--- config.mk ---
export PLATFORM = sky130hd
export DESIGN_NAME = enemy_control
export DESIGN_NICKNAME = d
export VERILOG_FILES = /design/src/rtl/enemy_control.sv
export SDC_FILE = /design/constraint.sdc
export NUM_CORES = 1
export LEC_CHECK = 0
export ABC_AREA = 1
export CAP_MARGIN = 40
export CORE_MARGIN = 3
export CORE_UTILIZATION = 40
export DETAILED_ROUTE_END_ITERATION = 8
export HOLD_SLACK_MARGIN = 0.03
export PLACE_DENSITY = 0.7
export SYNTH_ARGS = -nofsm -noshare
export SYNTH_HDL_FRONTEND = slang
export SYNTH_SLANG_ARGS = --single-unit
--- constraint.sdc ---
create_clock -name clock -period 1.7 [get_ports clock]
set_clock_uncertainty 0.1 [all_clocks]
set_input_delay 0.34 -clock clock [delete_from_list [all_inputs] [get_ports clock]]
set_output_delay 0.34 -clock clock [all_outputs]
set_load 0.01 [all_outputs]
--- src/rtl/enemy_control.sv ---
// Frame sequencer driving the enemy block's one-hot phase strobes from a free-running frame timer.
// Optional draw watchdog enabled by defining ENEMY_CONTROL_DRAW_TIMEOUT_EN.
module enemy_control #(
  parameter int unsigned FRAME_CYCLES   = 833333,
  parameter int unsigned SETTLE_CYCLES  = 2,
  parameter int unsigned TIMEOUT_CYCLES = 65535
) (
  input  logic        clock,
  input  logic        reset,
  input  logic        start,
  input  logic        pause,
  input  logic        draw_done,
  output logic        init,
  output logic        idle,
  output logic        gen_move,
  output logic        apply_move,
  output logic        draw,
  output logic [15:0] frame_count,
  output logic        frame_overrun,
  output logic        draw_timeout
);

  localparam int unsigned TW = (FRAME_CYCLES > 1) ? $clog2(FRAME_CYCLES) : 1;

  if (FRAME_CYCLES < 16 || SETTLE_CYCLES < 1 || SETTLE_CYCLES > 15 ||
      TIMEOUT_CYCLES < 1 || TIMEOUT_CYCLES > 65535) begin : g_bad_params
    $error("enemy_control: parameter out of legal range");
  end

  typedef enum logic [2:0] {
    S_INIT, S_IDLE, S_GEN, S_SETTLE, S_APPLY, S_DRAW
  } state_t;

  state_t        state_q, state_d;
  logic [TW-1:0] tick_cnt_q, tick_cnt_d;
  logic          pending_q, pending_d;
  logic [3:0]    settle_q, settle_d;
  logic [15:0]   frame_cnt_q, frame_cnt_d;
  logic          overrun_q, overrun_d;
  logic          tick;
  logic          in_frame;
  logic          wd_expire;

  assign tick     = (tick_cnt_q == TW'(FRAME_CYCLES - 1));
  assign in_frame = (state_q == S_GEN) || (state_q == S_SETTLE) ||
                    (state_q == S_APPLY) || (state_q == S_DRAW);

`ifdef ENEMY_CONTROL_DRAW_TIMEOUT_EN
  logic [15:0] wd_q, wd_d;
  logic        timeout_q, timeout_d;

  // Watchdog sits at zero outside DRAW, which is the same as clearing on entry.
  always_comb begin
    wd_d      = (state_q == S_DRAW) ? wd_q + 16'd1 : '0;
    wd_expire = (state_q == S_DRAW) && (wd_q == 16'(TIMEOUT_CYCLES - 1));
    timeout_d = wd_expire && !draw_done;
  end

  always_ff @(posedge clock) begin
    if (reset) begin
      wd_q      <= '0;
      timeout_q <= 1'b0;
    end else begin
      wd_q      <= wd_d;
      timeout_q <= timeout_d;
    end
  end

  assign draw_timeout = timeout_q;
`else
  assign wd_expire    = 1'b0;
  assign draw_timeout = 1'b0;
`endif

  always_ff @(posedge clock) begin
    if (reset) begin
      state_q     <= S_INIT;
      tick_cnt_q  <= '0;
      pending_q   <= 1'b0;
      settle_q    <= '0;
      frame_cnt_q <= '0;
      overrun_q   <= 1'b0;
    end else begin
      state_q     <= state_d;
      tick_cnt_q  <= tick_cnt_d;
      pending_q   <= pending_d;
      settle_q    <= settle_d;
      frame_cnt_q <= frame_cnt_d;
      overrun_q   <= overrun_d;
    end
  end

  always_comb begin
    state_d = state_q;
    unique case (state_q)
      S_INIT:   if (start) state_d = S_IDLE;
      S_IDLE:   if ((tick || pending_q) && !pause) state_d = S_GEN;
      S_GEN:    state_d = S_SETTLE;
      S_SETTLE: if (settle_q == '0) state_d = S_APPLY;
      S_APPLY:  state_d = S_DRAW;
      S_DRAW:   if (draw_done || wd_expire) state_d = S_IDLE;
      default:  state_d = S_INIT;
    endcase
  end

  // A tick that cannot start a frame right now is remembered in one pending bit.
  always_comb begin
    tick_cnt_d  = tick ? '0 : tick_cnt_q + TW'(1);
    pending_d   = pending_q;
    if (tick && (in_frame || (state_q == S_IDLE && pause)))
      pending_d = 1'b1;
    else if (state_q == S_IDLE && state_d == S_GEN)
      pending_d = 1'b0;
    settle_d    = settle_q;
    if (state_q == S_GEN)
      settle_d = 4'(SETTLE_CYCLES - 1);
    else if (state_q == S_SETTLE && settle_q != '0)
      settle_d = settle_q - 4'd1;
    frame_cnt_d = frame_cnt_q;
    if (state_q == S_DRAW && draw_done)
      frame_cnt_d = frame_cnt_q + 16'd1;
    overrun_d   = tick && in_frame;
  end

  always_comb begin
    init       = 1'b0;
    idle       = 1'b0;
    gen_move   = 1'b0;
    apply_move = 1'b0;
    draw       = 1'b0;
    unique case (state_q)
      S_INIT:   init       = 1'b1;
      S_IDLE:   idle       = 1'b1;
      S_GEN:    gen_move   = 1'b1;
      S_APPLY:  apply_move = 1'b1;
      S_DRAW:   draw       = 1'b1;
      default:  ;
    endcase
  end

  assign frame_count   = frame_cnt_q;
  assign frame_overrun = overrun_q;

endmodule

# Word-level counts from Yosys, hierarchy flattened
# Index checks and enable logic that the tools add are counted.
[op_classes] muxes=14 add_sub_neg=3 reduce_logical=20 n_eq_ne=7
[ops] op="adder 20 x 1 -> 20 bit (second input constant)" count=1
[ops] op="equality test 20 bit (second input constant)" count=1
[ops] op="case mux 3 bit (6 select lines)" count=1
[ops] op="adder 16 x 1 -> 16 bit (second input constant)" count=1
[ops] op="two-way mux 3 bit" count=4
[ops] op="equality test 3 x 2 -> 1 bit (second input constant)" count=3
[ops] op="two-way mux 1 bit" count=9
[ops] op="logical AND 1 bit" count=7
[ops] op="equality test 3 bit (second input constant)" count=2
[ops] op="logical OR 1 bit" count=5
[ops] op="logical NOT 4 bit" count=1
[ops] op="nonzero test 2 bit" count=2
[ops] op="nonzero test 4 bit" count=1
[ops] op="OR reduction 2 bit" count=2
[ops] op="subtractor 4 x 1 -> 4 bit (second input constant)" count=1
[ops] op="equality test 3 x 1 -> 1 bit (second input constant)" count=1
[ops] op="logical NOT 3 bit" count=1
[ops] op="logical NOT 1 bit" count=1
[word_totals] out_inout_bits=23 ff_bits=45 in_bits=5 word_cells=51

# Depth between registers and ports, before layout
[logic_depth] ltp_word=9 mapped_depth=10

# Least setup slack after synthesis
# No wires, ideal clock.
[synth_path] kind="register -> register" from="register tick_cnt_q[0]" to="register tick_cnt_q[16]" path_buffers=0 setup_slack_ns=0.149 period_less_slack_ns=1.551 stages_incl_launch_ff=8 arrival_time_ns=1.335 required_ns=1.485 cell_sequence="dfxtp_1 > ha_1 > nand3_2 > nor3_2 > nand3_1 > and2_1 > o21ai_0 > inv_1"
[synth_via] elab_chain_len=2 elab_cells_between_ends=3 classes_between="add/sub (1); eq/ne (1); reduce/logical (1)"
[synth_rtl] item="from (decl)" line_no="35" source="logic [TW-1:0] tick_cnt_q, tick_cnt_d;"
[synth_rtl] item="from (signal assigned)" line_no="85" source="tick_cnt_q <= tick_cnt_d;"
[synth_rtl] item="parallel branches: the longest is 2 deep, another holds adder 20 x 1 -> 20 bit"
# Parallel ways; which one is timed is not known.
# A chain may end at the register's enable or synchronous reset.

# Final worst setup path
[layout_path] from="register frame_cnt_q[4] (netlist: frame_count[4])" to="output port frame_count[4]"
[layout_rtl] item="from (decl)" line_no="38" source="logic [15:0] frame_cnt_q, frame_cnt_d;"
[layout_rtl] item="from (signal assigned)" line_no="88" source="frame_cnt_q <= frame_cnt_d;"
[layout_rtl] item="to (decl)" line_no="18" source="output logic [15:0] frame_count,"
# No word-level cell between the ends.

==> impl_summary.txt <==
----------------------------------------------------
[Clock tree]
  Setup fix buffers added after clock tree synthesis ... 0
  CTS root buf ... sky130_fd_sc_hd__clkbuf_8
  Total of hold buffers inserted after clock tree synthesis ... 0
  Clk pin slew, worst setup/hold paths ... 0.08 ns
  # H-tree levels ... 2
  Clock Latency Late Sink ... 0.29 ns
  Total clock buffers created by CTS ... 5
  Max Root-Sink Buffers ... 2
  Resized Gates After CTS ... 16
  CTS tree ... done
  Clock sink count ... 45

[Critical path]
  Combined buffer and inverter count along the critical path ... 1
  Critical path launch point type ... flop
  Setup crit start ... frame_count[4]
  Largest incremental delay on the critical path ... 0.55 ns
  Largest driver fanout on the critical path ... 5
  Worst setup EP type ... primary output
  Cell at the slowest stage of the critical path ... sky130_fd_sc_hd__clkdlybuf4s50_1
  Arrival time at the worst endpoint ... 1.22 ns
  Path type of the worst setup path ... flop to primary output
  Cell breakdown of the critical path ... clkdlybuf4s50_1
  CP Data Required Time ... 1.26 ns
  Crit Reg-Reg Startpoint ... tick_cnt_q[0]
  Cell class contributing the biggest share of worst-path delay ... buffers and inverters

[STA]
  Clock period minus worst slack ... 1.66 ns
  Max Transition Viols Final ... 0
  Final hold violation count ... 0
  Hold WS ... 0.336 ns
  Maximum frequency from static timing analysis ... 0.604 GHz
  Share of the clock period used by the worst path after layout ... 97.4%
  Final setup violation count ... 0

[Layout]
  Finished Cell Area ... 3090 µm²
  Nets@finish ... 438
  Area growth syn-to-layout ... 23.7%
  Count of antenna diodes in the layout ... 0
  Fraction of final layout cells with drive strength greater than 1 ... 14.2%

[Logic synthesis]
  Number of instances in the synthesized netlist ... 382
  Yosys top cell by area ... sky130_fd_sc_hd__dfxtp_1
  Ys flop type ... sky130_fd_sc_hd__dfxtp_1
  Sequential fraction of the synthesis area ... 36.0%
  Leading post-synthesis cells by cell area ... sky130_fd_sc_hd__dfxtp_1, sky130_fd_sc_hd__nand2_1, sky130_fd_sc_hd__inv_1
  Yosys synthesis warning count ... 0
  Synthesized netlist net count ... 391
  Flop and latch count out of synthesis ... 45
  Proportion of synthesized flip-flops having asynchronous set or reset ... 0%
  Fraction of post-synthesis cell area in the top cell type by area ... 36.0%
  Cell Area, Synth ... 2500 µm²
  Netlist cell types ... 32
  EDFF count, synth ... 0
  Synthesized area divided by synthesized cell count ... 6.54 µm²

[Drt]
  Average vias per placed instance ... 4.86
  ANT nets after route ... 0
  Detailed-route wire length per cell ... 10.7 µm
  Number of design rule violations left after detail routing ... 0
  Detailed router's first-iteration violation count ... 92
  Via Count ... 2,449
  Routed wire length ... 5.37 mm
  1st-pass router iterations ... 4

[GRT]
  Maximum number of pins on one net before global-route repair ... 13
  All-layer global routing usage ... 15.6%
  Number of global-route vias before repair ... 2,267
  Global-route wire length before repair ... 9.47 mm
  Total gr overflow ... 0
  Initial antenna violation count ... 0

[Floorplan]
  I/O pin count ... 28
  Overall die height ... 85.1 µm
  Core footprint ... 5990 µm²
  Starting density of the core ... 41.7%
  Area enclosed by the die boundary ... 7230 µm²
  Number of placement rows ... 28
  Die extent in x ... 85.1 µm

[Power and ir drop]
  Share of total power in the clock network ... 36.5%
  Maximum ir drop on the vdd rail ... 435 µV
  Power Density ... 592 nW/µm²
  Net Sw Power ... 0.000406 W
  Combinational share of power ... 5.2%
  Static Leak ... 1.37 nW
  Relative contribution of sequential cells to total power ... 58.3%
  Total power of the final layout ... 0.00183 W
  Switching power share of the total ... 22.2%
  Internal power ... 0.00143 W

[Placed design]
  Standard cell area after detailed placement ... 2970 µm²
  Buffers on Ports ... 26
  Detailed placer's ending HPWL ... 4.20 mm
  Final weighted congestion of routability-driven global placement ... 0.906

[Outcome]
  Status ... finished clean

[Job]
  Max cap viols ... 0

[Worst hold path]
  Startpoint of the most critical hold path ... tick_cnt_q[0]
  Kind of path behind the tightest hold check ... flop to flop

----------------------------------------------------
==> final timing paths <==
check	end	slack (ns)	depth (start not counted)
worst max-delay path	frame_count[4]	0.04	1
worst min-delay path	tick_cnt_q[0]	0.34	1
worst max register to register	tick_cnt_q[16]	0.11	7
worst min register to register	tick_cnt_q[0]	0.34	1
==> power by group through the flow <==
stage,clock network [W],logic [W],registers (W)
3_5_place_dp,0,0.0000987,0.00109
3_3_place_gp,0,0.0000971,0.00109
4_1_cts,0.000700,0.0000958,0.00107
5_1_grt,0.000725,0.000108,0.00107
2_1_floorplan,0,0.0000560,0.00109
6_report,0.000668,0.0000960,0.00107
==> cell usage after synthesis (all sizes together) (2+ instances only) <==
library cell   n
nand4          9
nor4           3
a211oi         2
clkbuf         2
xnor2          3
inv           64
nand3         27
nor2          57
a21oi         26
xor2           6
o21ai         13
dfxtp         45
ha             4
or2            2
buf            3
nor3          16
nand2         94
==> layout make-up <==
type / count / area [µm²]
clock buffer: 7 / 86.3
inverter: 65 / 244
timing repair buffer: 45 / 408
fill: 611 / 2900
sequential: 45 / 925
multi-input combinational: 267 / 1340
tap: 75 / 93.8
==> routing by layer <==
layer,part of all wire (%),GRT usage [%],up-vias
li1,-,-,1300
met4,1.1,4.60,0
met3,3.1,3.20,6
met2,49,27.3,38
met1,47,19.2,1105
met5,0,0,-
==> per-stage QoR <==
| stage | std cells | util (%) | setup WS, ns | TNS [ns] |
|---|---|---|---|---|
| final | 504 | 51.6 | 0.0443 | 0 |
| after global placement | 497 | 49.5 | -0.0287 | -0.0688 |
| after floorplan | 382 | - | 0.149 | 0 |
| after detailed placement | 497 | 49.5 | -0.0678 | -0.272 |
| after global routing | 504 | 51.6 | -0.0214 | -0.0214 |
| after CTS | 504 | 51.1 | 0.0000950 | 0 |
==> cell usage in the layout (no fill, tap or decap), types with 6 or more instances in the layout <==
cell type / netlist / final
sky130_fd_sc_hd__a21oi_1: 26 / 26
sky130_fd_sc_hd__nor2_1: 53 / 52
sky130_fd_sc_hd__clkbuf_8: 0 / 6
sky130_fd_sc_hd__o21ai_0: 13 / 13
sky130_fd_sc_hd__dfxtp_2: 0 / 13
sky130_fd_sc_hd__nand2_1: 90 / 90
sky130_fd_sc_hd__buf_4: 3 / 19
sky130_fd_sc_hd__clkdlybuf4s50_1: 0 / 15
sky130_fd_sc_hd__nand3_1: 25 / 25
sky130_fd_sc_hd__dlymetal6s2s_1: 0 / 6
sky130_fd_sc_hd__nor3_1: 13 / 12
sky130_fd_sc_hd__xor2_1: 6 / 6
sky130_fd_sc_hd__dfxtp_1: 45 / 30
sky130_fd_sc_hd__nand4_1: 9 / 9
sky130_fd_sc_hd__inv_1: 62 / 61
==> cells by family (layout without fill, tap and decap cells) <==
group / count (synthesis) / after routing / synth area share, %
AOI/OAI and AO/OA: 42 / 42 / 8.86
xor gates and xnor gates: 9 / 9 / 3.15
adders and majority gates: 4 / 4 / 2.00
buffers and inverters: 70 / 117 / 11.0
DFF: 45 / 45 / 36.0
other: 1 / 1 / 0.150
and+or+nand+nor: 211 / 211 / 38.8
==> sequential cells by signal (all words and copies together), names as in the netlist <==
signal and count:
settle_q 4, frame_overrun 1, pending_q 1, frame_count 16, state_q 3, tick_cnt_q 20
Note: power is estimated with default switching activity, not from simulation.
